**src/rtl/mem_access_sequencer.sv**
```systemverilog
// Arbitrates instruction fetch, data load and data store onto one waitrequest-style memory bus.
// Optional BUS_TIMEOUT_EN abandons stalled transfers after TIMEOUT_CYCLES and raises a sticky bus_error.
module mem_access_sequencer #(
    parameter int ADDR_W         = 32,
    parameter int DATA_W         = 32,
    parameter int TIMEOUT_CYCLES = 255
) (
    input  logic              clk,
    input  logic              reset,
    input  logic              fetch_req,
    input  logic [ADDR_W-1:0] fetch_addr,
    input  logic              load_req,
    input  logic              store_req,
    input  logic [ADDR_W-1:0] data_addr,
    input  logic [DATA_W-1:0] data_wdata,
    input  logic [3:0]        data_be,
    output logic              instr_valid,
    output logic [DATA_W-1:0] instr,
    output logic              load_valid,
    output logic [DATA_W-1:0] load_data,
    output logic              store_done,
    output logic              req_overrun,
    output logic              busy,
    output logic [ADDR_W-1:0] bus_address,
    output logic              bus_read,
    output logic              bus_write,
    output logic [DATA_W-1:0] bus_writedata,
    output logic [3:0]        bus_byteenable,
    input  logic [DATA_W-1:0] bus_readdata,
    input  logic              bus_waitrequest,
    output logic              bus_error
);

    // Handshake: a transfer is presented while bus_read/bus_write is 1 and completes on the
    // first rising edge at which bus_waitrequest is 0; all bus fields are held until then.

    typedef enum logic [1:0] {IDLE, XFER, DONE} state_t;
    typedef enum logic [1:0] {T_F, T_L, T_S} xfer_t;

    state_t state, state_next;
    xfer_t  cur_type;

    logic              pend_f, pend_l, pend_s;
    logic [ADDR_W-1:0] f_addr, l_addr, s_addr;
    logic [3:0]        l_be, s_be;
    logic [DATA_W-1:0] s_wdata;
    logic              overrun_q;

    logic grant_s, grant_l, grant_f, grant_any;
    logic xfer_done, timeout;
    logic take_f, take_l, take_s, overrun;

    assign grant_s   = (state == IDLE) && pend_s;
    assign grant_l   = (state == IDLE) && !pend_s && pend_l;
    assign grant_f   = (state == IDLE) && !pend_s && !pend_l && pend_f;
    assign grant_any = grant_s || grant_l || grant_f;
    assign xfer_done = (state == XFER) && !bus_waitrequest;

    // A request is dropped if its flag is already set or the same type is on the bus;
    // a load colliding with a store always loses.
    assign take_f  = fetch_req && !pend_f && !((state == XFER) && (cur_type == T_F));
    assign take_s  = store_req && !pend_s && !((state == XFER) && (cur_type == T_S));
    assign take_l  = load_req && !store_req && !pend_l && !((state == XFER) && (cur_type == T_L));
    assign overrun = (fetch_req && !take_f) || (store_req && !take_s) || (load_req && !take_l);

`ifdef BUS_TIMEOUT_EN
    localparam int CNT_W = $clog2(TIMEOUT_CYCLES + 1);
    logic [CNT_W-1:0] to_cnt;
    logic             err_q;

    assign timeout   = (state == XFER) && bus_waitrequest && (to_cnt == CNT_W'(TIMEOUT_CYCLES - 1));
    assign bus_error = err_q;

    always_ff @(posedge clk) begin
        if (!reset) begin
            to_cnt <= '0;
            err_q  <= 1'b0;
        end else begin
            if (state != XFER)
                to_cnt <= '0;
            else if (bus_waitrequest)
                to_cnt <= to_cnt + 1'b1;
            if (timeout)
                err_q <= 1'b1;
        end
    end
`else
    assign timeout   = 1'b0;
    assign bus_error = 1'b0;
`endif

    always_ff @(posedge clk) begin
        if (!reset)
            state <= IDLE;
        else
            state <= state_next;
    end

    always_comb begin
        state_next = state;
        case (state)
            IDLE:    if (grant_any) state_next = XFER;
            XFER: begin
                if (xfer_done)    state_next = DONE;
                else if (timeout) state_next = IDLE;
            end
            DONE:    state_next = IDLE;
            default: state_next = IDLE;
        endcase
    end

    always_ff @(posedge clk) begin
        if (!reset) begin
            pend_f         <= 1'b0;
            pend_l         <= 1'b0;
            pend_s         <= 1'b0;
            f_addr         <= '0;
            l_addr         <= '0;
            s_addr         <= '0;
            l_be           <= '0;
            s_be           <= '0;
            s_wdata        <= '0;
            overrun_q      <= 1'b0;
            cur_type       <= T_F;
            bus_address    <= '0;
            bus_read       <= 1'b0;
            bus_write      <= 1'b0;
            bus_writedata  <= '0;
            bus_byteenable <= '0;
            instr          <= '0;
            load_data      <= '0;
        end else begin
            overrun_q <= overrun;

            if (take_f) begin
                pend_f <= 1'b1;
                f_addr <= fetch_addr;
            end else if (grant_f) begin
                pend_f <= 1'b0;
            end

            if (take_l) begin
                pend_l <= 1'b1;
                l_addr <= data_addr;
                l_be   <= data_be;
            end else if (grant_l) begin
                pend_l <= 1'b0;
            end

            if (take_s) begin
                pend_s  <= 1'b1;
                s_addr  <= data_addr;
                s_be    <= data_be;
                s_wdata <= data_wdata;
            end else if (grant_s) begin
                pend_s <= 1'b0;
            end

            if (grant_s) begin
                cur_type       <= T_S;
                bus_address    <= s_addr;
                bus_byteenable <= s_be;
                bus_writedata  <= s_wdata;
                bus_write      <= 1'b1;
            end else if (grant_l) begin
                cur_type       <= T_L;
                bus_address    <= l_addr;
                bus_byteenable <= l_be;
                bus_writedata  <= '0;
                bus_read       <= 1'b1;
            end else if (grant_f) begin
                cur_type       <= T_F;
                bus_address    <= f_addr;
                bus_byteenable <= 4'hF;
                bus_writedata  <= '0;
                bus_read       <= 1'b1;
            end else if (xfer_done || timeout) begin
                bus_read  <= 1'b0;
                bus_write <= 1'b0;
                if (xfer_done && (cur_type == T_F)) instr     <= bus_readdata;
                if (xfer_done && (cur_type == T_L)) load_data <= bus_readdata;
            end
        end
    end

    assign instr_valid = (state == DONE) && (cur_type == T_F);
    assign load_valid  = (state == DONE) && (cur_type == T_L);
    assign store_done  = (state == DONE) && (cur_type == T_S);
    assign req_overrun = overrun_q;
    assign busy        = (state != IDLE) || pend_f || pend_l || pend_s;

endmodule

```
**config.mk**
```make
export PLATFORM = sky130hd
export DESIGN_NAME = mem_access_sequencer
export DESIGN_NICKNAME = d
export VERILOG_FILES = /design/src/rtl/mem_access_sequencer.sv
export SDC_FILE = /design/constraint.sdc
export NUM_CORES = 1
export LEC_CHECK = 0
export ABC_AREA = 1
export CORE_MARGIN = 4
export CORE_UTILIZATION = 39
export DETAILED_ROUTE_END_ITERATION = 12
export HOLD_SLACK_MARGIN = 0.08
export PLACE_DENSITY = 0.76
export SLEW_MARGIN = 20
export SYNTH_ARGS = -nofsm -noshare
export SYNTH_HDL_FRONTEND = slang
export SYNTH_SLANG_ARGS = --single-unit
```
**constraint.sdc**
```tcl
create_clock -name clk -period 1.9 [get_ports clk]
set_clock_uncertainty 0.2 [all_clocks]
set_input_delay 0.475 -clock clk [delete_from_list [all_inputs] [get_ports clk]]
set_output_delay 0.475 -clock clk [all_outputs]
set_load 0.02 [all_outputs]
```
Yosys cells after proc, flatten, opt, wreduce, memory -nomap -nowiden. Cells that the tools add are included.

Bits in registers: 278. Input bits: 138. Output and inout bits: 140. Logic and storage cells: 117.

Equal/unequal tests: 8. Mux-type cells: 27. Bitwise gates (word level): 4. Reduce and logical (&&, ||, !) cells: 58.

Operators with widths (number): $mux W32 (6); $logic_and A1 B1 Y1 (24); $mux W1 (12); $mux W4 (3); $reduce_bool A2 Y1 (6); $logic_not A1 Y1 (11); $mux W2 (5); $reduce_and A5 Y1 (2); $ne A2 B2 Y1 const B (4); $logic_or A1 B1 Y1 (7); $reduce_bool A3 Y1 (2); $eq A2 B1 Y1 const B (2); $eq A2 B2 Y1 const B (2); $logic_not A2 Y1 (2); $not A1 Y1 (4); $pmux W2 S2 (1); $reduce_and A2 Y1 (2); $reduce_and A3 Y1 (1); $reduce_or A2 Y1 (1).

Depth between registers and ports, before layout.
Depth in word-level cells: 8. Mapped depth: 9. Depth with buffers taken out: 8.

Least setup slack after synthesis. Ideal clock, no wire load.

Path type: register -> output. From: register pend_l. To: output port busy. Data arrival time: 1071 ps. Required time: 1225 ps. Slack: 154 ps. Cell stages (with the launch flop): 5. Buffers on the path: 2. Cell sequence: dfxtp_1 > buf_2 > clkbuf_1 > inv_1 > nand4_1.

Cells in the longest elaborated chain, start to end: 2.

Ends and longest elaborated chain: start: declaration (RTL line 43) `logic pend_f, pend_l, pend_s;`; start signal: assignment (RTL line 115) `pend_l <= 1'b0;`; start signal: assignment (RTL line 143) `pend_l <= 1'b1;`; start signal: assignment (RTL line 147) `pend_l <= 1'b0;`; $logic_or A1 B1 Y1 (2 in series) (RTL line 190) `assign busy = (state != IDLE) || pend_f || pend_l || pend_s;`; end: declaration (RTL line 23) `output logic busy,`.

Every way passes these cells.

Worst setup path in the final report.
From: register state[1]. To: output port store_done.

Cells in the longest elaborated chain, start to end: 2.

Ends and longest elaborated chain: start: declaration (RTL line 40) `state_t state, state_next;`; start signal: assignment (RTL line 96) `state <= state_next;`; $eq A2 B2 Y1 (RTL line 188) `assign store_done = (state == DONE) && (cur_type == T_S);`; $logic_and A1 B1 Y1 (RTL line 188); end: declaration (RTL line 21) `output logic store_done,`.

Every way passes these cells.

==> flow_metrics.tcl <==
set metrics [dict create \
    synth_area_leaders "sky130_fd_sc_hd__dfxtp_1, sky130_fd_sc_hd__a21oi_1, sky130_fd_sc_hd__nand2_1, sky130_fd_sc_hd__nand3_1, sky130_fd_sc_hd__o21ai_0" \
    nets 1776 \
    post_cts_hold_buffer_count 0 \
    reg2reg_depth 8 \
    cts_num_sinks 278 \
    first_global_vias 10400 \
    synth_flop_cell "sky130_fd_sc_hd__dfxtp_1" \
    tns_ns -0.509 \
    critical_path_peak_fanout 3 \
    antenna_found_initial 6 \
    synth_nets 1539 \
    cts.root.buffer_cell "sky130_fd_sc_hd__clkbuf_16" \
    report.final.setup_viol 4 \
    synth_largest_type_area_fraction_pct 51.8 \
    worst_slack_ns -0.152 \
    rd_place_congestion 0.827 \
    diodes 0 \
    tightest_slew_ns 0.596 \
    critical_path_buf_inv_count 2 \
    synth-seq-area-share_pct 51.8 \
    placeableCoreArea_um2 27000 \
    maxSlewHeadroom_pct 60.3 \
    dp_slack_ns -0.213 \
    worst_ep_arrival_time_ns 1.38 \
    synth.largest_area_cell "sky130_fd_sc_hd__dfxtp_1" \
    critical_path_class "flop to primary output" \
    n_fill_cell 2501 \
    r2r_start "state[1]$_SDFFE_PN0P_" \
    cts.reportedPaths.clkPinSlew_ns 0.06 \
    worst_ep_required_time_ns 1.22 \
    hold_path.startpoint "reset" \
    slowest_delay_ns 0.37 \
    cellPowerDensity_nw_per_um2 1050 \
    finalWirelength_um 33800 \
    cts_tree "built" \
    cts_buffer_depth 3 \
    synth.area.mux_share_pct 0 \
    numCtsBuffers 31 \
    grt_ovf 0 \
    final-hold-violation-count 0 \
    die_area_um2 30300 \
    io_buffer_count 276 \
    hpwlAfterDp_um 22300 \
    worst_path_dominant_cell_family "flip-flops" \
    yosys.area_share.simple_pct 22.5 \
    synthAdderAreaFrac_pct 0 \
    cpMaxStageDelayCell "sky130_fd_sc_hd__dfxtp_4" \
    grt_setup_unrepaired "true" \
    die_h_um 174 \
    die_width_um 174 \
    remaining_drc_errors 0 \
    cp-start-kind "flop" \
    ir_worst_vdd_uv 588 \
    wire_per_inst_um 16.9 \
    dpl.cell_count 1944 \
    drt-vias-per-instance 5.26 \
    global_route_wire_length_before_repair_um 54300 \
    yosysUniqueCellTypes 25 \
    htree_num_levels 1 \
    status "complete, but fails checks" \
    drt-initial-drc-count 788 \
    area_delta_synth_final_pct 38.3 \
    timing.final.max_slew_violations 0 \
    finalNonFillerCells 2003 \
    io-pin-count 278 \
    yosysWarnings 0 \
    syn-instance-count 1401 \
    violations_in_the_final_reports "negative setup slack" \
    maxClockFrequency_mhz 487 \
    grt.total_usage_pct 21.4 \
    synth_top_family_by_area "simple AND/OR/NAND/NOR gates" \
    clock_insertion_delay_worst_skew_ns 0.55 \
    ys_async_sr_fraction_pct 0 \
    max-cap-violations 0 \
    fin_crit_ns 2.05 \
    synth.ff_latch_count 278 \
    period_utilization_post_route_pct 108 \
    power_mw 15.6 \
    post_route_cells_drive_above_1_share_pct 15.5 \
    initial_utilization_pct 39.8 \
    layout.core_utilization_pct 55.0 \
    avgSynthCellArea_um2 7.68 \
    cp_cell_sequence "buf_6 > nand2_4 > nor3_2 > buf_4" \
    worst-r2r-setup-slack_ns 0.09 \
    timing.hold.worst_endpoint "load_data[16]$_SDFFE_PN0P_" \
    leakage_nw 5.68 \
    hold_path.class "primary input to flop" \
    crit_path_end_kind "primary output" \
    drt.antenna.violating_nets 0 \
    synth_xor_xnor_area_share_pct 0 \
    rows 60 \
    pin_count_of_the_biggest_net_entering_global_routing 78 \
    vias 10500 \
    holdPathStages 3 \
    syn_area_um2 10800 \
    worstReg2RegEnd "instr[2]$_SDFFE_PN0P_" \
    drt_first_pass_iters 6 \
    number_of_enable_flip_flop_cells_after_synthesis 0 \
    synth_compound_gate_area_share_pct 17.5 \
]
## cells in the mapped netlist (2+ instances only)
cell	instances
sky130_fd_sc_hd__buf_1	6
sky130_fd_sc_hd__buf_6	3
sky130_fd_sc_hd__nand4_1	33
sky130_fd_sc_hd__nor3_1	3
sky130_fd_sc_hd__nor2_2	2
sky130_fd_sc_hd__a21oi_1	263
sky130_fd_sc_hd__inv_2	5
sky130_fd_sc_hd__dfxtp_1	278
sky130_fd_sc_hd__o22ai_1	3
sky130_fd_sc_hd__buf_4	18
sky130_fd_sc_hd__nor2_1	74
sky130_fd_sc_hd__nand2_2	2
sky130_fd_sc_hd__clkbuf_1	53
sky130_fd_sc_hd__nor2_4	3
sky130_fd_sc_hd__buf_2	39
sky130_fd_sc_hd__nand2_1	263
sky130_fd_sc_hd__nand3_1	168
sky130_fd_sc_hd__inv_1	76
sky130_fd_sc_hd__o21ai_1	4
sky130_fd_sc_hd__o21ai_0	100
## report_power, final
part           leakage (nW)  switching, mW  total (mW)  internal [mW]
Clock                 0.532           2.41        6.16           3.75
Combinational          2.87           1.80        2.93           1.13
Sequential             2.28          0.208        6.51           6.30
Total                  5.68           4.42        15.6           11.2
## sequential cells by signal (all words and copies together) (netlist names)
name            flops
state               2
pend_f              1
cur_type            2
bus_write           1
l_be                4
bus_byteenable      4
bus_address        32
f_addr             32
s_addr             32
pend_l              1
pend_s              1
bus_read            1
l_addr             32
req_overrun         1
s_be                4
bus_writedata      32
load_data          32
s_wdata            32
instr              32
## per-layer routing
| metal | track usage [%] | part of all wire (%) | up-vias |
|---|---|---|---|
| li1 | - | - | 5142 |
| met1 | 26.7 | 41 | 4910 |
| met2 | 35.2 | 47 | 386 |
| met3 | 7.37 | 9.1 | 79 |
| met4 | 6.40 | 3.1 | 10 |
| met5 | 0 | 0.20 | - |
## worst register-to-register path: stages (launching register included)
cell	delay (ns)
sky130_fd_sc_hd__dfxtp_4	0.36
sky130_fd_sc_hd__buf_6	0.12
sky130_fd_sc_hd__buf_4	0.14
sky130_fd_sc_hd__nor2_4	0.16
sky130_fd_sc_hd__inv_2	0.06
sky130_fd_sc_hd__nor2_4	0.16
sky130_fd_sc_hd__buf_6	0.22
sky130_fd_sc_hd__nand3_1	0.11
sky130_fd_sc_hd__a21oi_1	0.20
## placed cells by master (no fill, tap or decap), drive strengths merged
cell type,Yosys,layout
dfxtp,278,278
o22ai,3,3
clkinvlp,0,1
clkdlybuf4s15,0,77
nand2,266,266
buf,66,69
nand4,33,33
inv,81,83
o21ai,105,105
nor2,79,79
nand3,169,169
clkinv,0,7
clkdlybuf4s50,0,136
nor3,3,3
conb,1,1
clkbuf,53,85
bufinv,0,3
a21oi,264,264
## area by class of cell
type | count | area, um^2 | area share (%)
flip-flops and latches | 278 | 5580 | 37.5
clock buffers | 44 | 915 | 6.15
inverters | 81 | 309 | 2.08
clock inverters | 13 | 156 | 1.05
multi-input cells | 923 | 4380 | 29.4
well taps | 341 | 427 | 2.87
repair buffers | 323 | 3110 | 20.9
## what timing repair did
action                                  CTS  global route
pin swaps                                 2             3
endpoints found under the setup margin  140           136
resized for setup                       359            83
buffers inserted                          2             1
## how the worst max path moves through the flow
stage | cells past startpoint | from | slack (ns) | to
global route | 4 | state[1]$_SDFFE_PN0P_ | -0.19 | store_done
finish | 4 | state[1]$_SDFFE_PN0P_ | -0.15 | store_done
detailed placement | 8 | store_req | -0.21 | l_addr[15]$_SDFFE_PN0P_
global placement | 10 | store_req | -0.21 | req_overrun$_SDFF_PN0_
CTS | 4 | state[1]$_SDFFE_PN0P_ | -0.21 | load_valid
floorplan | 4 | pend_l$_SDFFE_PN0P_ | 0.15 | busy
## per-stage QoR
step                      area, um^2  hold WS (ns)
final                          14900         0.205
after CTS                      15100         0.183
after global placement         13900         0.237
after floorplan                10800         0.229
after detailed placement       13900         0.243
after global routing           14900         0.204
## logic make-up (layout without fill, tap and decap cells)
family | count (synthesis) | after routing
and+or+nand+nor | 550 | 550
AOI/OAI and AO/OA | 372 | 372
DFF | 278 | 278
buffers and inverters | 200 | 461
other | 1 | 1
Note: power is estimated with default switching activity, not from simulation.
==> RTL change 1, RTL diff (same settings) <==
Re-encode `xfer_t` (3 values) as one-hot, 3 bits wide.
--- a/src/rtl/mem_access_sequencer.sv
+++ b/src/rtl/mem_access_sequencer.sv
@@ -35,7 +35,7 @@
     // first rising edge at which bus_waitrequest is 0; all bus fields are held until then.
 
     typedef enum logic [1:0] {IDLE, XFER, DONE} state_t;
-    typedef enum logic [1:0] {T_F, T_L, T_S} xfer_t;
+    typedef enum logic [2:0] {T_F = 3'b001, T_L = 3'b010, T_S = 3'b100} xfer_t;
 
     state_t state, state_next;
     xfer_t  cur_type;
Formal check against the unedited RTL: no difference found for any inputs over 4 cycles, from zero or initial values and one cycle with reset low; so few cycles prove little.
==> RTL change 1 against the unedited design <==
- the run still ends with setup timing left
- non-clock buffer count rose by 35
- power is 8.0% higher
- sequential cell count rose by 1
- area after synthesis up 0.79%
- count of clock-buffer cells in the layout is 1 lower
- design area rose by 5.1%
- wire length up 3.2%
- worst setup slack lost 0.033 ns
- critical path type unchanged
- critical endpoint unchanged
==> RTL change 1: results (changes against the unedited design) <==
LOGIC SYNTHESIS
---------------------------------------------------------------------------
Syn nets                                                               1605   +4.3%
Most instantiated cells after synthesis                        279 x sky130_fd_sc_hd__dfxtp_1, 276 x sky130_fd_sc_hd__nor2_1, 225 x sky130_fd_sc_hd__nand2_1
Post-synthesis compound-gate area fraction                           15.20%   -2.3 points
Cells taking the most area after synthesis                     sky130_fd_sc_hd__dfxtp_1 52%, sky130_fd_sc_hd__nor2_1 9.6%, sky130_fd_sc_hd__nand2_1 7.8%
Sequential share of the synthesized area                             51.53%   -0.22 points
Count of unique library cells instantiated by Yosys                      26   +4.0%

POWER AND IR DROP
---------------------------------------------------------------------------
Maximum vdd drop                                                  0.6206 mV   +5.5%
Static leakage                                                     6.280 nW   +11%
Fraction of power spent switching nets                               29.44%   +1.1 points

CRITICAL PATH
---------------------------------------------------------------------------
Data arrival time of the worst path                                 1.41 ns   +0.03 ns
Capture instance of the worst register-to-register path        f_addr[15]$_SDFFE_PN0P_
Maximum fanout along the worst path                                       4   +1
R2R cell count                                                            9   +1

GLOBAL ROUTING
---------------------------------------------------------------------------
Global-route wire length before repair                             51.96 mm   -4.4%
Antenna violations before repair                                          1   -5
Maximum number of pins on one net before global-route repair             83   +6.4%

STA
---------------------------------------------------------------------------
Final WS setup                                                   -0.1847 ns   -0.03254 ns
Number of failing setup endpoints in the final timing report              5   +1

LAYOUT
---------------------------------------------------------------------------
Multi-input gate share of the layout cell area                       28.47%   -0.96 points
Signal buffers share of area                                         23.06%   +2.1 points
Fraction of area in registers                                        35.82%   -1.7 points
Utilization after layout                                             57.49%   +2.5 points
Count of multi-input combinational gates                                969   +5.0%

STATUS
---------------------------------------------------------------------------
Violated checks                                                setup timing
Status                                                         finished with violations

PLACEMENT
---------------------------------------------------------------------------
Pre-CTS worst setup slack                                        -0.2453 ns   -0.03278 ns
Sum of net half-perimeters after detailed placement                22.44 mm   +0.75%
Post-Place Cells                                                       2066   +6.3%

CLOCKING
---------------------------------------------------------------------------
Total CTS buffers                                                        30   -3.2%
# Post-CTS Setup Buffers                                                  4   +2

WORST HOLD PATH
---------------------------------------------------------------------------
Hold path depth                                                           2   -1

ROUTE
---------------------------------------------------------------------------
Length of routed met2 wiring                                       16.62 mm   +4.9%

==> RTL change 1: cell types whose count changed after synthesis, moves of 3 or more <==
cell / change
sky130_fd_sc_hd__nor2_1: +202
sky130_fd_sc_hd__a21oi_1: -100
sky130_fd_sc_hd__buf_4: -5
sky130_fd_sc_hd__o21ai_0: +50
sky130_fd_sc_hd__nor3_1: -3
sky130_fd_sc_hd__nand3_2: +3
sky130_fd_sc_hd__o21ai_1: +7
sky130_fd_sc_hd__inv_1: +26
sky130_fd_sc_hd__nand2_1: -38
sky130_fd_sc_hd__buf_1: -3
sky130_fd_sc_hd__nand3_1: -76
==> RTL change 1: per-layer routing <==
| metal | vias to the layer above | global-route usage, % |
|---|---|---|
| met5 | - | 0 |
| met3 | 84 | 4.154 |
| met4 | 0 | 7.332 |
| li1 | 5298 | - |
| met1 | 5084 | 25.13 |
| met2 | 437 | 34.99 |
==> RTL change 1: logic make-up after synthesis <==
group | Yosys count
compound gates | 328
buf+inv | 219
flops | 279
other cells | 1
simple gates | 640
==> RTL change 2, RTL diff (config.mk and constraints unchanged) <==
Without the edit above. `DATA_W`: 32 -> 48.
--- a/src/rtl/mem_access_sequencer.sv
+++ b/src/rtl/mem_access_sequencer.sv
@@ -2,7 +2,7 @@
 // Optional BUS_TIMEOUT_EN abandons stalled transfers after TIMEOUT_CYCLES and raises a sticky bus_error.
 module mem_access_sequencer #(
     parameter int ADDR_W         = 32,
-    parameter int DATA_W         = 32,
+    parameter int DATA_W         = 48,
     parameter int TIMEOUT_CYCLES = 255
 ) (
     input  logic              clk,
Interface: changed (5 resized); port bits go from 278 to 358. The function was not compared with the original's and may differ.
==> RTL change 2 against the unedited design <==
- the run still ends with setup timing left
- power grew 22%
- sequential cell count up 64
- wire length is 46% higher
- worst hold slack improved by 0.051 ns
- worst setup slack worse by 0.11 ns
- design area increased by 32%
- combinational power rose by 40%
- area after synthesis increased by 23%
- register-to-register slack got worse by 0.07 ns
- largest cell class unchanged
- largest power group unchanged
==> RTL change 2: results (changes against the unedited design) <==
CLOCKING
---------------------------------------------------------------------------
# H-tree levels                                                           2   +1
# Post-CTS Setup Buffers                                                  4   +2
Total CTS buffers                                                        37   +19%

CRITICAL PATH
---------------------------------------------------------------------------
Capture instance of the worst register-to-register path        s_wdata[8]$_SDFFE_PN0P_
Startpoint of the worst setup timing path                      state[0]$_SDFFE_PN0P_
Slowest cell on the critical path                              sky130_fd_sc_hd__dfxtp_2
Register-to-register path setup slack                               0.02 ns   -0.07 ns

GLOBAL ROUTING
---------------------------------------------------------------------------
GRT met3 Usage                                                       4.613%   -2.8 points
Antenna violations before repair                                          3   -3
Global-route wire length before repair                             71.12 mm   +31%

LAYOUT
---------------------------------------------------------------------------
Clock buffer instance count of the final layout                          52   +18%
Logic inverters                                                          15   -81%
Sequential cell area                                               6858 um2   +23%
Signal buffers share of area                                         24.90%   +4.0 points
Final design instance area without fill                           19570 um2   +32%
Ant diodes                                                                3   +3
Clock buffer and inverter area fraction after layout                 5.977%   -1.2 points
Final std cells w/o fill                                               2557   +28%

STA
---------------------------------------------------------------------------
Number of failing setup endpoints in the final timing report              4   unchanged
Final WS setup                                                   -0.2595 ns   -0.1073 ns

POWER AND IR DROP
---------------------------------------------------------------------------
Maximum vdd drop                                                  0.5456 mV   -7.3%

ROUTE
---------------------------------------------------------------------------
Length of the first detailed-routing pass in iterations                   5   -1
Routed WL per cell                                                 19.26 um   +14%
Length of routed met2 wiring                                       23.01 mm   +45%

LOGIC SYNTHESIS
---------------------------------------------------------------------------
Syn nets                                                               1901   +24%

PLACEMENT
---------------------------------------------------------------------------
Cell area reported after detailed placement                       17560 um2   +26%
Gpl congestion                                                       0.8226   -0.54%
Buffers on Ports                                                        356   +29%

STATUS
---------------------------------------------------------------------------
Violated checks                                                setup timing
Status                                                         finished with violations

[RTL change 2: cell types whose count changed in the layout (fill, tap and decap cells not counted), moves of 28 or more]
cell | unedited run | this run
sky130_fd_sc_hd__o21ai_0 | 100 | 5
sky130_fd_sc_hd__clkdlybuf4s50_1 | 136 | 168
sky130_fd_sc_hd__buf_4 | 27 | 55
sky130_fd_sc_hd__nand2_1 | 259 | 402
sky130_fd_sc_hd__a21oi_2 | 2 | 37
sky130_fd_sc_hd__nand3_1 | 168 | 328
sky130_fd_sc_hd__dlygate4sd2_1 | 0 | 61
sky130_fd_sc_hd__inv_1 | 75 | 8
sky130_fd_sc_hd__clkdlybuf4s15_1 | 16 | 84
sky130_fd_sc_hd__dfxtp_1 | 274 | 337
sky130_fd_sc_hd__clkdlybuf4s15_2 | 61 | 9
sky130_fd_sc_hd__nand3b_1 | 0 | 35
